### config.mk
export PLATFORM = sky130hd
export DESIGN_NAME = pool2x2_stream
export DESIGN_NICKNAME = d
export VERILOG_FILES = /design/src/rtl/pool_pkg.sv /design/src/rtl/pool_combine.sv /design/src/rtl/pool2x2_stream.sv
export SDC_FILE = /design/constraint.sdc
export NUM_CORES = 1
export LEC_CHECK = 0
export ABC_AREA = 1
export CAP_MARGIN = 10
export CORE_AREA = 8 8 318 320
export DETAILED_ROUTE_END_ITERATION = 12
export DIE_AREA = 0 0 326 328
export GPL_TIMING_DRIVEN = 1
export SLEW_MARGIN = 20
export SYNTH_ARGS = -nofsm -noshare
export SYNTH_HDL_FRONTEND = slang
export SYNTH_SLANG_ARGS = --single-unit
### constraint.sdc
create_clock -name clk -period 6.9 [get_ports clk]
set_clock_uncertainty 0.15 [all_clocks]
set_input_delay 1.38 -clock clk [delete_from_list [all_inputs] [get_ports clk]]
set_output_delay 1.38 -clock clk [all_outputs]
set_load 0.02 [all_outputs]
### src/rtl/pool_pkg.sv
// Shared definitions for the 2x2 pooling stage: mode encodings and the
// signed helper functions used by the per-channel combiner.
// Functions work on a 32-bit signed carrier; callers size-cast the result.
package pool_pkg;

    localparam logic POOL_AVG = 1'b0;
    localparam logic POOL_MAX = 1'b1;

    localparam int CALC_W = 32;
    typedef logic signed [CALC_W-1:0] calc_t;

    // Signed maximum of two values.
    function automatic calc_t smax(input calc_t a, input calc_t b);
        return (a > b) ? a : b;
    endfunction

    // Divide a 4-sample sum by 4, rounding half toward +inf.
    function automatic calc_t round_shr2(input calc_t s);
        calc_t t;
        t = s + 32'sd2;
        return t >>> 2;
    endfunction

endpackage

### src/rtl/pool_combine.sv
// Per-channel combiner: pair stage (h with x) or window stage (line buffer with p).
// Ports: i_a/i_b DATA_W+1-bit signed operands, i_mode avg/max, i_final selects the
//        window stage (rounding divide and ReLU), o_y OUT_W-bit signed result.
module pool_combine
    import pool_pkg::*;
#(
    parameter int DATA_W = 12,
    parameter int OUT_W  = DATA_W + 1
)(
    input  logic signed [DATA_W:0]  i_a,
    input  logic signed [DATA_W:0]  i_b,
    input  logic                    i_mode,
    input  logic                    i_final,
    input  logic                    i_relu_en,
    output logic signed [OUT_W-1:0] o_y
);

    localparam int PW = DATA_W + 1;
    localparam int SW = DATA_W + 2;

    logic signed [SW-1:0] w_sum;
    logic signed [PW-1:0] w_max;
    logic signed [PW-1:0] w_avg;
    logic signed [PW-1:0] w_res;

    assign w_sum = SW'(i_a) + SW'(i_b);
    assign w_max = PW'(smax(calc_t'(i_a), calc_t'(i_b)));

    always_comb begin
        // In the pair stage both operands are sign-extended DATA_W samples,
        // so their sum always fits in DATA_W+1 bits.
        w_avg = w_sum[PW-1:0];
        if (i_final) begin
            w_avg = PW'(round_shr2(calc_t'(w_sum)));
        end
        w_res = (i_mode == POOL_MAX) ? w_max : w_avg;
        if (i_final && i_relu_en && (w_res < 0)) begin
            w_res = '0;
        end
        // A window result is always within DATA_W bits, so truncation is safe.
        o_y = OUT_W'(w_res);
    end

endmodule

### src/rtl/pool2x2_stream.sv
// 2x2 stride-2 average/max pooling over a raster stream of CHANNELS samples.
// Ports: valid_in/data_in pixel in, mode/relu_en config (latched at pixel 0,0),
//        data_out/valid_out pooled pixel (1 cycle after 4th window pixel), frame_done.
module pool2x2_stream
    import pool_pkg::*;
#(
    parameter int CHANNELS = 3,
    parameter int DATA_W   = 12,
    parameter int IMG_W    = 24,
    parameter int IMG_H    = 24,
    parameter int COL_BIT  = $clog2(IMG_W),
    parameter int ROW_BIT  = $clog2(IMG_H)
)(
    input  logic                         clk,
    input  logic                         rst,
    input  logic                         valid_in,
    input  logic [CHANNELS*DATA_W-1:0]   data_in,
    input  logic                         mode,
    input  logic                         relu_en,
    output logic [CHANNELS*DATA_W-1:0]   data_out,
    output logic                         valid_out,
    output logic                         frame_done
);

    localparam int PW     = DATA_W + 1;
    localparam int HALF_W = IMG_W / 2;
    localparam int LB_AW  = (HALF_W > 1) ? $clog2(HALF_W) : 1;

    logic [COL_BIT-1:0]       r_col;
    logic [ROW_BIT-1:0]       r_row;
    logic                     r_mode;
    logic                     r_relu;
    logic signed [DATA_W-1:0] r_h  [CHANNELS];
    logic signed [PW-1:0]     r_lb [CHANNELS][HALF_W];

    logic                     w_col_last;
    logic                     w_row_last;
    logic                     w_first;
    logic                     w_fire;
    logic [LB_AW-1:0]         w_lb_idx;
    logic signed [DATA_W-1:0] w_x     [CHANNELS];
    logic signed [PW-1:0]     w_x_ext [CHANNELS];
    logic signed [PW-1:0]     w_h_ext [CHANNELS];
    logic signed [PW-1:0]     w_p     [CHANNELS];
    logic signed [DATA_W-1:0] w_w     [CHANNELS];

    assign w_col_last = (r_col == COL_BIT'(IMG_W - 1));
    assign w_row_last = (r_row == ROW_BIT'(IMG_H - 1));
    assign w_first    = (r_col == '0) && (r_row == '0);
    // Fourth pixel of a window: odd row, odd column.
    assign w_fire     = valid_in && r_col[0] && r_row[0];
    assign w_lb_idx   = LB_AW'(r_col >> 1);

    for (genvar c = 0; c < CHANNELS; c++) begin : g_ch
        assign w_x[c]     = data_in[c*DATA_W +: DATA_W];
        assign w_x_ext[c] = PW'(w_x[c]);
        assign w_h_ext[c] = PW'(r_h[c]);

        pool_combine #(.DATA_W(DATA_W), .OUT_W(PW)) u_pair (
            .i_a       (w_h_ext[c]),
            .i_b       (w_x_ext[c]),
            .i_mode    (r_mode),
            .i_final   (1'b0),
            .i_relu_en (1'b0),
            .o_y       (w_p[c])
        );

        pool_combine #(.DATA_W(DATA_W), .OUT_W(DATA_W)) u_win (
            .i_a       (r_lb[c][w_lb_idx]),
            .i_b       (w_p[c]),
            .i_mode    (r_mode),
            .i_final   (1'b1),
            .i_relu_en (r_relu),
            .o_y       (w_w[c])
        );
    end

    // Counters, config latch, holding registers and output registers.
    always_ff @(posedge clk) begin
        if (rst) begin
            r_col      <= '0;
            r_row      <= '0;
            r_mode     <= POOL_AVG;
            r_relu     <= 1'b0;
            valid_out  <= 1'b0;
            frame_done <= 1'b0;
            data_out   <= '0;
            for (int c = 0; c < CHANNELS; c++) begin
                r_h[c] <= '0;
            end
        end else begin
            valid_out  <= w_fire;
            frame_done <= w_fire && w_col_last && w_row_last;
            if (valid_in) begin
                r_col <= w_col_last ? '0 : r_col + COL_BIT'(1);
                if (w_col_last) begin
                    r_row <= w_row_last ? '0 : r_row + ROW_BIT'(1);
                end
                // Config sampled on the first pixel holds for the whole frame.
                if (w_first) begin
                    r_mode <= mode;
                    r_relu <= relu_en;
                end
                for (int c = 0; c < CHANNELS; c++) begin
                    if (!r_col[0]) begin
                        r_h[c] <= w_x[c];
                    end
                    if (w_fire) begin
                        data_out[c*DATA_W +: DATA_W] <= w_w[c];
                    end
                end
            end
        end
    end

    // Line buffer carries no reset: each entry is written on an even row
    // before the following odd row reads it.
    always_ff @(posedge clk) begin
        if (!rst && valid_in && r_col[0] && !r_row[0]) begin
            for (int c = 0; c < CHANNELS; c++) begin
                r_lb[c][w_lb_idx] <= w_p[c];
            end
        end
    end

endmodule

Word-level counts from Yosys, hierarchy flattened
Memory sizes are Yosys's and may differ from the RTL's.
Cells that the tools add are included.
{"block": "word_totals", "register_bits": 50, "inputBits": 41, "elab_cells": 95, "ramBits": 504, "memories": 2}
{"block": "classes", "bitwise_logic": 4, "n_addsub": 11, "reduce_logical": 19, "mux": 39, "magnitude_cmp": 11, "n_eq_ne": 2}
{"memory": "r_lb", "words": 3, "word_bits": 156, "read_ports": 3, "rd_ports_with_merged_regs": 0, "write_ports": 3, "line_no": "pool2x2_stream.sv:34", "source": "logic signed [PW-1:0] r_lb [CHANNELS][HALF_W];"}
{"memory": "r_h", "words": 3, "word_bits": 12, "read_ports": 3, "rd_ports_with_merged_regs": 0, "write_ports": 3, "line_no": "pool2x2_stream.sv:33", "source": "logic signed [DATA_W-1:0] r_h [CHANNELS];"}
{"cell": "13-bit two-way mux", "n": 19}
{"cell": "13-bit binary-select mux with 4-bit select", "n": 3}
{"cell": "156-bit two-way mux", "n": 1}
{"cell": "12-bit two-way mux", "n": 6}
{"cell": "13-bit demux with 4-bit select", "n": 1}
{"cell": "14-bit by 3-bit adder with 15-bit output (second input constant)", "n": 3}
{"cell": "13-bit by 13-bit adder with 14-bit output", "n": 3}
{"cell": "12-bit by 12-bit adder with 13-bit output", "n": 3}
{"cell": "13-bit greater-than comparator", "n": 3}
{"cell": "13-bit by 1-bit < comparator with 1-bit output (second input constant)", "n": 3}
{"cell": "12-bit greater-than comparator", "n": 3}
{"cell": "1-bit logical AND", "n": 12}
{"cell": "5-bit by 1-bit adder with 5-bit output (second input constant)", "n": 2}
{"cell": "5-bit equality test (second input constant)", "n": 2}
{"cell": "5-bit zero test", "n": 2}
{"cell": "5-bit two-way mux", "n": 2}
{"cell": "1-bit two-way mux", "n": 7}
{"cell": "2-bit AND reduction", "n": 3}
{"cell": "5-bit >= comparator (second input constant)", "n": 1}
{"cell": "5-bit by 1-bit < comparator with 1-bit output (second input constant)", "n": 1}
{"cell": "4-bit inverter with 5-bit output", "n": 1}
{"cell": "1-bit bitwise OR", "n": 3}
{"cell": "1-bit zero test", "n": 2}

Logic depth before layout (Yosys ltp)
{"block": "logic_depth", "word_depth": 10, "ltp_mapped": 34, "ltp_nobuf": 34}

By module
From an unflattened synthesis, not the netlist that was laid out.
{"block": "unflattened", "hier_cells": 4515, "hier_area_um2": 34926.0}
{"mod": "pool2x2_stream", "instances": 1, "cells_per_inst": 2168, "area_per_inst_um2": 22554.1}
{"mod": "pool_combine (g_ch[2].u_win)", "instances": 1, "cells_per_inst": 412, "area_per_inst_um2": 2167.1}
{"mod": "pool_combine (g_ch[1].u_pair)", "instances": 1, "cells_per_inst": 412, "area_per_inst_um2": 2097.0}
{"mod": "pool_combine (g_ch[0].u_pair)", "instances": 1, "cells_per_inst": 378, "area_per_inst_um2": 2048.2}
{"mod": "pool_combine (g_ch[2].u_pair)", "instances": 1, "cells_per_inst": 398, "area_per_inst_um2": 2029.4}
{"mod": "pool_combine (g_ch[1].u_win)", "instances": 1, "cells_per_inst": 369, "area_per_inst_um2": 2025.7}
{"mod": "pool_combine (g_ch[0].u_win)", "instances": 1, "cells_per_inst": 378, "area_per_inst_um2": 2004.4}

Worst setup path before layout
Ideal clock, no wire load.
{"block": "synth_timing", "kind": "input -> register", "start": "in rst", "end": "mem r_lb[0][130] in the netlist's numbering (enable)", "slack_ps": 1639, "path_buffers": 1, "path_stages": 4, "t_arrival_ps": 4627, "t_required_ps": 6266, "path_cell_list": "clkbuf_1 -> nor3_1 -> inv_1 -> nor3_1"}
{"item": "start, declared", "line_no": "pool2x2_stream.sv:15", "source": "input logic rst,"}
{"item": "end, declared", "line_no": "pool2x2_stream.sv:34"}

Worst setup path after layout
{"block": "layout_timing", "start": "in data_in[35]", "end": "reg data_out[32]"}
{"block": "layout_between", "elab_chain_len": 9}
{"item": "start, declared", "line_no": "pool2x2_stream.sv:17", "source": "input logic [CHANNELS*DATA_W-1:0] data_in,"}
{"item": "12-bit greater-than comparator *", "line_no": "pool_pkg.sv:14", "source": "return (a > b) ? a : b;"}
{"item": "13-bit two-way mux *", "line_no": "pool_pkg.sv:14"}
{"item": "13-bit two-way mux *", "line_no": "pool_combine.sv:36", "source": "w_res = (i_mode == POOL_MAX) ? w_max : w_avg;"}
{"item": "named net g_ch[2].u_pair.o_y[3]", "line_no": "pool_combine.sv:15", "source": "output logic signed [OUT_W-1:0] o_y"}
{"item": "13-bit by 13-bit adder with 14-bit output or 13-bit greater-than comparator (tied branches)", "line_no": "pool_combine.sv:26, pool_pkg.sv:14"}
{"item": "14-bit by 3-bit adder with 15-bit output or 13-bit two-way mux (tied branches)", "line_no": "pool_pkg.sv:20, pool_pkg.sv:14"}
{"item": "13-bit two-way mux *", "line_no": "pool_combine.sv:36"}
{"item": "13-bit by 1-bit < comparator with 1-bit output", "line_no": "pool_combine.sv:37", "source": "if (i_final && i_relu_en && (w_res < 0)) begin"}
{"item": "1-bit logical AND", "line_no": "pool_combine.sv:37"}
{"item": "12-bit two-way mux *", "line_no": "pool_combine.sv:37"}
{"item": "end signal, assigned by index", "line_no": "pool2x2_stream.sv:109", "source": "data_out[c*DATA_W +: DATA_W] <= w_w[c];"}
{"item": "end, declared", "line_no": "pool2x2_stream.sv:20", "source": "output logic [CHANNELS*DATA_W-1:0] data_out,"}
The timed path passes the listed nets; every way through them passes the cells marked *.
A chain may end at the register's enable or synchronous reset.

==> results.yml <==
pwr:
  peakVddDrop_mv: 0.210
  pwr_density_cell_nw_per_um2: 280
  report.power.total_mw: 9.16
  power.leakage_nw: 13.1
cells_and_area:
  syn_to_final_growth_pct: 14.5
  post_route_design_area_um2: 32800
  final_util_pct: 34.1
  regArea_um2: 16100
  num_antenna_cells: 0
  num-nets-final: 3207
  multi_input_area_um2: 10800
  layoutNonFillerInstCount: 4287
  fill_cells: 9721
  final_layout_size_suffix_gt1_share_pct: 6.61
clock_tree:
  cts_made_buffers: 52
  cts_setup_buffers: 0
  clock-sinks: 554
  postCtsResizedCells: 0
  clkTransAtPathRegs_ps: 60
  insertion_delay_ps: 620
  cts_root_buf: "sky130_fd_sc_hd__clkbuf_16"
  cts_tree: "yes"
  cts_buffer_depth: 3
  postCtsHoldBufs: 0
  htree_levels: 2
routing:
  drt_wl_total_mm: 81.0
  drt_pass1_iterations: 6
  antenna_violating_nets_post_route: 0
  route.detailed.vias_per_inst: 4.95
  first_drt_iteration_drcs: 1592
  remaining_drc_errors: 0
  via_count: 21200
  routed_wl_per_cell_um: 18.9
grt:
  grt_start_max_net_pins: 68
  grt_util_all_layers_pct: 14.4
  initial_antenna_violation_count: 0
  grt_pass1_vias: 20300
  grt.overflow.total: 0
  grt_first_pass_wirelength_mm: 123
critical_path:
  worst_setup_path_start_kind: "primary input"
  crit_required_ps: 7240
  crit_path_end_kind: "register"
  critPathMaxFanout: 14
  timing.critical_path.arrival_ps: 6440
  ff2ff_path_depth: 21
  timing.setup.critical_path_class: "in -> reg"
yosys:
  dominantRegCellSynth: "sky130_fd_sc_hd__edfxtp_1"
  post_synth_main_area_contributors: "sky130_fd_sc_hd__edfxtp_1 (53%), sky130_fd_sc_hd__ha_1 (8.3%), sky130_fd_sc_hd__nand2_1 (7.4%), sky130_fd_sc_hd__inv_1 (4.0%), sky130_fd_sc_hd__dfxtp_1 (3.5%)"
  yosys.cell_count.top_type: "sky130_fd_sc_hd__nand2_1"
  ys.warnings.count: 0
  count_of_mapped_cells_out_of_synthesis: 2880
  post_synthesis_average_cell_area_um2: 9.94
  synth.ff_latch_count: 554
  syn_nets: 3117
  async_s_r_ff_share_synth_pct: 0
  yosysUniqueCellTypes: 53
  commonest_cells_post_synth: "sky130_fd_sc_hd__nand2_1 (564), sky130_fd_sc_hd__edfxtp_1 (504), sky130_fd_sc_hd__inv_1 (305)"
  synthesis.area_um2: 28600
  netlist.area_leader.share_pct: 52.9
  synth_area_leader_cell: "sky130_fd_sc_hd__edfxtp_1"
  synth-edff-count: 504
  ys_seq_area_share_pct: 56.4
sta:
  period_share_pct: 88.5
  setup_viol_count_final: 0
  slew-limit-headroom_pct: 28.7
  grt_setup_unrepaired: "no"
  post-route-worst-setup-slack_ps: 796
  timing.setup.tns_ps: 0
  fin_crit_ps: 6100
  holdWs_ps: 316
  report.final.slew_viol_count: 0
  tightestPinTransition_ps: 1060
  final_hold_viol_count: 0
  achievable-frequency_ghz: 0.164
placed_design:
  portbufs: 78
  place_congestion: 0.884
  numPlacedInstances: 4192
  hpwlAfterDp_mm: 52.8
  dpl_cell_area_um2: 31000
  preCtsSetupSlack_ps: 205
floorplan:
  die_outline_width_um: 326
  initial_core_util_pct: 29.8
  die_h_um: 328
  placeableCoreArea_um2: 96000
  ioPinCount: 79
  fp.dieArea_um2: 107000
  num_rows: 114
outcome:
  status: "complete, no violations"
hold_path:
  whs_path_depth: 2
  holdCritPathClass: "reg -> reg"
flow_run:
  max_cap_viols: 0
-- metal layers --
layer / vias to the layer above / track usage [%] / part of all wire (%)
met5: - / 0 / 0
met4: 0 / 3.03 / 1.7
met3: 90 / 2.16 / 6.7
met2: 675 / 24.5 / 48
met1: 10300 / 19.5 / 44
li1: 10200 / - / -
-- area by class of cell --
| cell class | instances | area share (%) |
|---|---|---|
| repair buffers | 144 | 3.93 |
| inverters | 317 | 3.65 |
| multi-input cells | 1901 | 32.8 |
| clock inverters | 31 | 1.34 |
| flip-flops and latches | 554 | 49.3 |
| well taps | 1276 | 4.87 |
| clock buffers | 64 | 4.11 |
-- critical path, cell delays in order --
cell and delay, ps:
sky130_fd_sc_hd__clkdlybuf4s50_1 500, sky130_fd_sc_hd__inv_1 70, sky130_fd_sc_hd__ha_1 460, sky130_fd_sc_hd__nand4_1 190, sky130_fd_sc_hd__nor2_1 180, sky130_fd_sc_hd__nand2_1 100
sky130_fd_sc_hd__nand3_1 70, sky130_fd_sc_hd__nand2_1 60, sky130_fd_sc_hd__nand2_2 90, sky130_fd_sc_hd__nand2_2 190, sky130_fd_sc_hd__inv_2 240, sky130_fd_sc_hd__nand2_1 80
sky130_fd_sc_hd__nand3_1 70, sky130_fd_sc_hd__nand2_1 140, sky130_fd_sc_hd__inv_1 320, sky130_fd_sc_hd__ha_1 320, sky130_fd_sc_hd__ha_1 360, sky130_fd_sc_hd__nand2_1 60
sky130_fd_sc_hd__o21ai_0 340, sky130_fd_sc_hd__a21boi_0 210, sky130_fd_sc_hd__o21ai_0 340, sky130_fd_sc_hd__a31oi_1 160, sky130_fd_sc_hd__xnor2_1 160, sky130_fd_sc_hd__o21ai_0 240
sky130_fd_sc_hd__o21ai_1 90
-- where the power goes --
part           switching [mW]  internal (mW)
combinational            1.52          0.723
sequential             0.0343           3.87
clock                    1.28           1.74
-- cell families after synthesis --
kind of cell / count (synthesis) / synth area share [%]
simple gates: 1197 / 18.3
flops: 554 / 56.4
compound gates: 489 / 9.72
buf+inv: 425 / 6.32
fa+ha+maj: 196 / 8.73
xor+xnor: 18 / 0.551
mux: 1 / 0.0394
-- flip-flops by register name, summed over array words and instances (netlist names) --
signal      flops
r_h            36
r_row           5
r_lb          468
r_relu          1
r_col           5
frame_done      1
data_out       36
r_mode          1
valid_out       1
-- final timing paths --
path	startpoint	end	slack (ps)
setup reg to reg	r_col[1]	data_out[14]	1620
hold reg to reg	data_out[23]	data_out[23]	320
setup / recovery	data_in[35]	data_out[32]	800
hold / removal	data_out[23]	data_out[23]	320
-- layout by cell type (no fill, tap or decap), types with 65 or more instances in the layout --
cell type                         netlist  layout
sky130_fd_sc_hd__nand2_1              564     564
sky130_fd_sc_hd__edfxtp_1             504     504
sky130_fd_sc_hd__inv_1                305     305
sky130_fd_sc_hd__nor2_1               222     213
sky130_fd_sc_hd__ha_1                 190     190
sky130_fd_sc_hd__nand3_1              166     166
sky130_fd_sc_hd__a21oi_1              160     160
sky130_fd_sc_hd__o21ai_0              125     124
sky130_fd_sc_hd__nor3_1               125     122
sky130_fd_sc_hd__o22ai_1               87      87
sky130_fd_sc_hd__clkdlybuf4s50_1        0      78
sky130_fd_sc_hd__nand4_1               67      67
sky130_fd_sc_hd__buf_4                 18      65
No activity file was read; power rests on OpenSTA's default activity.
